File: config.mk
export PLATFORM = sky130hd
export DESIGN_NAME = step_sequencer
export DESIGN_NICKNAME = d
export VERILOG_FILES = /design/src/rtl/audio_pkg.sv /design/src/rtl/pattern_ram.sv /design/src/rtl/step_sequencer.sv
export SDC_FILE = /design/constraint.sdc
export NUM_CORES = 1
export LEC_CHECK = 0
export CAP_MARGIN = 30
export CORE_UTILIZATION = 50
export DETAILED_ROUTE_END_ITERATION = 8
export PLACE_DENSITY_LB_ADDON = 0.25
export SLEW_MARGIN = 20
export SYNTH_ARGS = -nofsm -noshare
export SYNTH_HDL_FRONTEND = slang
export SYNTH_SLANG_ARGS = --single-unit
export TNS_END_PERCENT = 10
File: constraint.sdc
create_clock -name sys_clk -period 3.5 [get_ports sys_clk]
set_clock_uncertainty 0.05 [all_clocks]
set_input_delay 0.875 -clock sys_clk [delete_from_list [all_inputs] [get_ports sys_clk]]
set_output_delay 0.875 -clock sys_clk [all_outputs]
set_load 0.02 [all_outputs]
File: src/rtl/audio_pkg.sv
// Shared types and constants for the step sequencer: note table, pattern entry layout and FSM states.
package audio_pkg;

    localparam int STEPS  = 16;
    localparam int STEP_W = $clog2(STEPS);

    // Index 3 is a silent slot: a valid step that plays nothing audible.
    localparam logic [31:0] NOTE_FREQ [4] = '{32'd700, 32'd882, 32'd1049, 32'd0};

    typedef struct packed {
        logic       valid;
        logic [1:0] note;
    } step_entry_t;

    localparam step_entry_t EMPTY_ENTRY = 3'b000;

    typedef enum logic [2:0] {
        ST_IDLE,
        ST_RD,
        ST_CHK,
        ST_WR,
        ST_ADV
    } seq_state_t;

    function automatic logic [31:0] entry_freq(input step_entry_t entry);
        return entry.valid ? NOTE_FREQ[entry.note] : 32'd0;
    endfunction

endpackage

File: src/rtl/pattern_ram.sv
// 16x3 pattern store: registered read, synchronous write, single-cycle clear that overrides a write.
module pattern_ram
    import audio_pkg::*;
(
    input  logic              clk,
    input  logic              rst_n,
    input  logic [STEP_W-1:0] rd_addr,
    output step_entry_t       rd_data,
    input  logic              wr_en,
    input  logic [STEP_W-1:0] wr_addr,
    input  step_entry_t       wr_data,
    input  logic              clr
);

    step_entry_t mem [STEPS];

    always_ff @(posedge clk or negedge rst_n) begin
        if (!rst_n) begin
            for (int i = 0; i < STEPS; i++) begin
                mem[i] <= EMPTY_ENTRY;
            end
            rd_data <= EMPTY_ENTRY;
        end else begin
            rd_data <= mem[rd_addr];
            if (clr) begin
                for (int i = 0; i < STEPS; i++) begin
                    mem[i] <= EMPTY_ENTRY;
                end
            end else if (wr_en) begin
                mem[wr_addr] <= wr_data;
            end
        end
    end

endmodule

File: src/rtl/step_sequencer.sv
// 16-step note sequencer: step divider, read/check/write/advance FSM and tone/trigger outputs.
// Optional swing timing is enabled by defining STEP_SEQ_SWING_EN.
module step_sequencer
    import audio_pkg::*;
#(
    parameter int SYS_CLK_FREQ = 50_000_000,
    parameter int STEP_HZ      = 16
) (
    input  logic        sys_clk,
    input  logic        reset,
    input  logic        run,
    input  logic        rec_strobe,
    input  logic [1:0]  rec_note,
    input  logic        erase,
    input  logic        clear,
    output logic [31:0] freq,
    output logic        trig,
    output logic [3:0]  step,
    output logic [15:0] step_onehot
);

    localparam int STEP_CYCLES_RAW = SYS_CLK_FREQ / STEP_HZ;
    localparam int STEP_CYCLES     = (STEP_CYCLES_RAW < 8) ? 8 : STEP_CYCLES_RAW;
`ifdef STEP_SEQ_SWING_EN
    localparam int SWING      = STEP_CYCLES / 4;
    localparam int MAX_PERIOD = STEP_CYCLES + SWING;
`else
    localparam int MAX_PERIOD = STEP_CYCLES;
`endif
    localparam int DIV_W = $clog2(MAX_PERIOD);

    logic              rst_n;
    logic [1:0]        rst_sync;
    logic [DIV_W-1:0]  div_cnt;
    logic [DIV_W-1:0]  div_limit;
    logic              tick;
    logic [STEP_W-1:0] next_step;
    seq_state_t        state;
    step_entry_t       rd_entry;
    step_entry_t       entry_q;
    step_entry_t       play_q;
    step_entry_t       wr_entry;
    logic              wr_en;
    logic              rec_pending;
    logic [1:0]        rec_note_q;

    // Assertion reaches every register at once; release waits two sys_clk edges.
    always_ff @(posedge sys_clk or negedge reset) begin
        if (!reset) begin
            rst_sync <= 2'b00;
        end else begin
            rst_sync <= {rst_sync[0], 1'b1};
        end
    end

    assign rst_n     = rst_sync[1];
    assign next_step = step + STEP_W'(1);

`ifdef STEP_SEQ_SWING_EN
    assign div_limit = next_step[0] ? DIV_W'(STEP_CYCLES - SWING - 1)
                                    : DIV_W'(STEP_CYCLES + SWING - 1);
`else
    assign div_limit = DIV_W'(STEP_CYCLES - 1);
`endif

    assign tick = run && (div_cnt == div_limit);

    always_ff @(posedge sys_clk or negedge rst_n) begin
        if (!rst_n) begin
            div_cnt <= '0;
        end else if (run) begin
            div_cnt <= tick ? '0 : div_cnt + DIV_W'(1);
        end
    end

    always_comb begin
        wr_entry = entry_q;
        if (erase) begin
            wr_entry = EMPTY_ENTRY;
        end else if (rec_pending) begin
            wr_entry = '{valid: 1'b1, note: rec_note_q};
        end
    end

    assign wr_en = (state == ST_WR);

    pattern_ram u_pattern_ram (
        .clk     (sys_clk),
        .rst_n   (rst_n),
        .rd_addr (next_step),
        .rd_data (rd_entry),
        .wr_en   (wr_en),
        .wr_addr (next_step),
        .wr_data (wr_entry),
        .clr     (clear)
    );

    // A strobe in the WR cycle is applied last so it survives that step's pending clear.
    always_ff @(posedge sys_clk or negedge rst_n) begin
        if (!rst_n) begin
            state       <= ST_IDLE;
            step        <= 4'd15;
            step_onehot <= 16'h8000;
            freq        <= '0;
            trig        <= 1'b0;
            entry_q     <= EMPTY_ENTRY;
            play_q      <= EMPTY_ENTRY;
            rec_pending <= 1'b0;
            rec_note_q  <= 2'b00;
        end else begin
            trig <= 1'b0;
            case (state)
                ST_IDLE: begin
                    if (tick) begin
                        state <= ST_RD;
                    end
                end
                ST_RD: begin
                    state <= ST_CHK;
                end
                ST_CHK: begin
                    entry_q <= rd_entry;
                    state   <= ST_WR;
                end
                ST_WR: begin
                    play_q      <= wr_entry;
                    rec_pending <= 1'b0;
                    state       <= ST_ADV;
                end
                ST_ADV: begin
                    step        <= next_step;
                    step_onehot <= 16'(1) << next_step;
                    freq        <= entry_freq(play_q);
                    trig        <= play_q.valid;
                    state       <= ST_IDLE;
                end
                default: begin
                    state <= ST_IDLE;
                end
            endcase
            if (rec_strobe) begin
                rec_pending <= 1'b1;
                rec_note_q  <= rec_note;
            end
        end
    end

endmodule

==> impl_metrics.tcl <==
set metrics [dict create \
    setup_tns_ns 0 \
    syn_inst 501 \
    drc 0 \
    die_h_microns 106 \
    rsz0062_at_grt "no" \
    crit_family "buffers and inverters" \
    ys.flop_type "dfrtp_1" \
    place.gp.congestion 0.894 \
    start_util_pct 51.8 \
    timing.critical_path.buf_inv 1 \
    vias 3893 \
    seqPwrFrac_pct 42.0 \
    seqCellArea_sq_um 2860 \
    power_frac_comb_pct 3.9 \
    clk_latency_ns 0.52 \
    clk_pin_slew_ns 0.06 \
    grtUsageMet1_pct 32.3 \
    cts-root-buf "clkbuf_8" \
    drt_first_pass_iters 5 \
    synth.area.top_cells "dfrtp_1 (51%), nand2_1 (5.8%), o2bb2ai_1 (5.2%), buf_4 (4.2%), o21ai_0 (2.7%)" \
    syn_to_final_growth_pct 18.9 \
    synthAdderAreaFrac_pct 1.39 \
    fin_crit_sh_pct 77.6 \
    hold_slack_ns 0.278 \
    critPathArrivalTime_ns 1.79 \
    busiest_layer "met2" \
    worstPathMaxFanout 9 \
    antenna_found_initial 0 \
    synth_edf_count 0 \
    r2r-start "step[1]" \
    fin_ws_ns 0.783 \
    post_dp_cell_area_sq_um 5800 \
    grtUsageTotal_pct 23.0 \
    switchingPower_uw 759 \
    status "completed" \
    fillers 859 \
    use_met3_pct 5.64 \
    wirelength_microns 11700 \
    fin_cells 686 \
    worstPathRequired_ns 2.57 \
    crit_type "flip-flop to output port" \
    dpl.cell_count 654 \
    slowest_delay_ns 0.64 \
    synth_top_cell_area_share_pct 50.5 \
    path_cells "clkdlybuf4s50_1" \
    cts_resized 0 \
    rr_endpoint "u_pattern_ram.rd_data[1]" \
    gr-usage-met2_pct 34.4 \
    fin_nets 551 \
    p_leak_nw 2.77 \
    globalRoute.totalOverflow 0 \
    grt_pass1_wl_microns 19700 \
    drtIter0Drc 280 \
    netlist_area_sq_um 5400 \
    ioPinCount 61 \
    cts_inserted_buffers 17 \
    cts_num_sinks 114 \
    pre_cts_ws_ns 0.780 \
    hp-class "flip-flop to async pin" \
    p_clk_share_pct 54.2 \
    synth_largest_area_cell "dfrtp_1" \
    core_sq_um 10400 \
    synth_top_family_by_area "simple AND/OR/NAND/NOR gates" \
    cts_tree "done" \
    detailed_place_hpwl_microns 7540 \
    yosys_warnings 0 \
    fin_util_pct 61.6 \
    postSynth.asyncResetShare_pct 100 \
    finalSetupViolCount 0 \
    cts.path.max_buffers 2 \
    timing.fmax_mhz 368 \
    ant_nets 0 \
    crit_slowest_cell "clkdlybuf4s50_1" \
    fin_crit_ns 2.72 \
    grt_max_degree 71 \
    synth_compound_area_share_pct 14.3 \
    synth_cell_types 46 \
    cts_hold_buf 0 \
    total_power_mw 3.33 \
    post-route-cell-area_sq_um 6420 \
    powerDensity_nw_per_um2 519 \
    vdd_ir_drop_max_mv 0.315 \
    multi_input_area_sq_um 2220 \
    relSlewSlack_pct 45.7 \
    internal_power_mw 2.57 \
    synth_mux_area_share_pct 5.24 \
    endpoint_kind "output port" \
    viasPerCell 5.67 \
    synth_area_per_cell_sq_um 10.8 \
    synth-xor-area-share_pct 3.73 \
    hold_viol_final 0 \
    drv_slew 0 \
    fp.dieW_microns 106 \
    io_buffer_count 39 \
    yosysSeqAreaShare_pct 53.0 \
    htreeDepth 4 \
    dieArea_sq_um 11200 \
    rows 37 \
    grt_pass1_vias 3752 \
    num_antenna_cells 0 \
    start_kind "flip-flop" \
    reg2regPathDepth 5 \
    rrSetupSlack_ns 1.20 \
    p_sw_share_pct 22.8 \
    detail_route.wl_per_cell_microns 17.0 \
    cts_setup_buffers 0 \
    yosys.area_share.simple_pct 15.0 \
    worstMarginPinSlew_ns 0.812 \
    synth-seq-cells 114 \
    drv_cap 0 \
    drive_gt1_share_pct 13.3 \
]
## cell usage in the layout, fill, tap and decap left out, drive strengths merged, types with 4 or more instances in the layout
| cell | instances |
|---|---|
| dfrtp | 109 |
| nand2 | 83 |
| clkdlybuf4s50 | 39 |
| o2bb2ai | 32 |
| o21ai | 30 |
| nor2 | 22 |
| conb | 22 |
| nand3 | 19 |
| clkbuf | 19 |
| a31oi | 16 |
| a32o | 16 |
| nand4 | 14 |
| buf | 14 |
| xnor2 | 12 |
| xor2 | 11 |
| inv | 10 |
| mux2i | 8 |
| clkinv | 7 |
| mux2 | 6 |
| mux4 | 6 |
| ha | 6 |
| dfstp | 5 |
| o31ai | 4 |
| bufinv | 4 |
| nor3 | 4 |
## cell families after synthesis
| family | Yosys count |
|---|---|
| buffers and inverters | 66 |
| DFF | 114 |
| xor gates and xnor gates | 23 |
| other | 2 |
| and+or+nand+nor | 165 |
| AOI/OAI and AO/OA | 105 |
| adders and majority gates | 6 |
| muxes | 20 |
## state kept, by name (all words and copies together) (netlist names)
name,flops
trig,1
rec_note_q,2
state,3
div_cnt,22
u_pattern_ram.rd_data,3
rec_pending,1
step_onehot,16
step,4
rst_sync,2
entry_q,3
play_q,3
u_pattern_ram.mem,48
freq,6
## worst max path at each step
stage	start	endpoint	cells past startpoint
final	step[2]	step[2]	1
after global routing	step[2]	step[2]	1
after CTS	step[2]	step[2]	1
after detailed placement	clear	u_pattern_ram.mem[36]	4
after global placement	clear	u_pattern_ram.mem[21]	4
after floorplan	rst_sync[1]	div_cnt[0]	0
## synth_stat cells, drive strengths merged, types with 3 or more instances
cell and number:
nand2 83, ha 6, a31oi 16, nand4 14
nor3 4, nor2 22, mux2i 8, mux2 6
and3 3, nor2b 3, dfstp 5, inv 10
o21ai 30, o31ai 4, clkbuf 12, a32o 16
buf 44, o2bb2ai 32, dfrtp 109, nand3b 3
nor4 3, mux4 6, xnor2 12, xor2 11
nand3 19
## per-layer routing
metal | vias up | part of all wire, % | wire length (microns)
li1 | 1822 | - | -
met1 | 1892 | 47 | 5440
met2 | 155 | 46 | 5370
met3 | 24 | 5.6 | 654
met4 | 0 | 1.9 | 221
met5 | - | 0 | 0
## power by group through the flow
stage / Clock [mW] / Combinational (mW) / Sequential [mW]
after floorplan: 0 / 0.104 / 1.42
after detailed placement: 0 / 0.127 / 1.42
after global placement: 0 / 0.123 / 1.42
after global routing: 1.89 / 0.145 / 1.41
final: 1.80 / 0.128 / 1.40
after CTS: 1.82 / 0.129 / 1.40
## area by class of cell
cell class / instances / area share [%]
timing repair buffer: 53 / 7.91
inverter: 10 / 0.585
clock inverter: 13 / 2.88
multi-input combinational: 341 / 34.6
sequential: 114 / 44.6
tap: 136 / 2.65
clock buffer: 19 / 6.73
## worst register-to-register path: cells and delay by family, from the launching register on
| family | cells | cell delay (ns) |
|---|---|---|
| adders and majority gates | 1 | 0.66 |
| muxes | 2 | 0.59 |
| buffers and inverters | 1 | 0.09 |
| DFF | 1 | 0.63 |
| AOI/OAI and AO/OA | 1 | 0.13 |
Note: power is estimated with default switching activity, not from simulation.
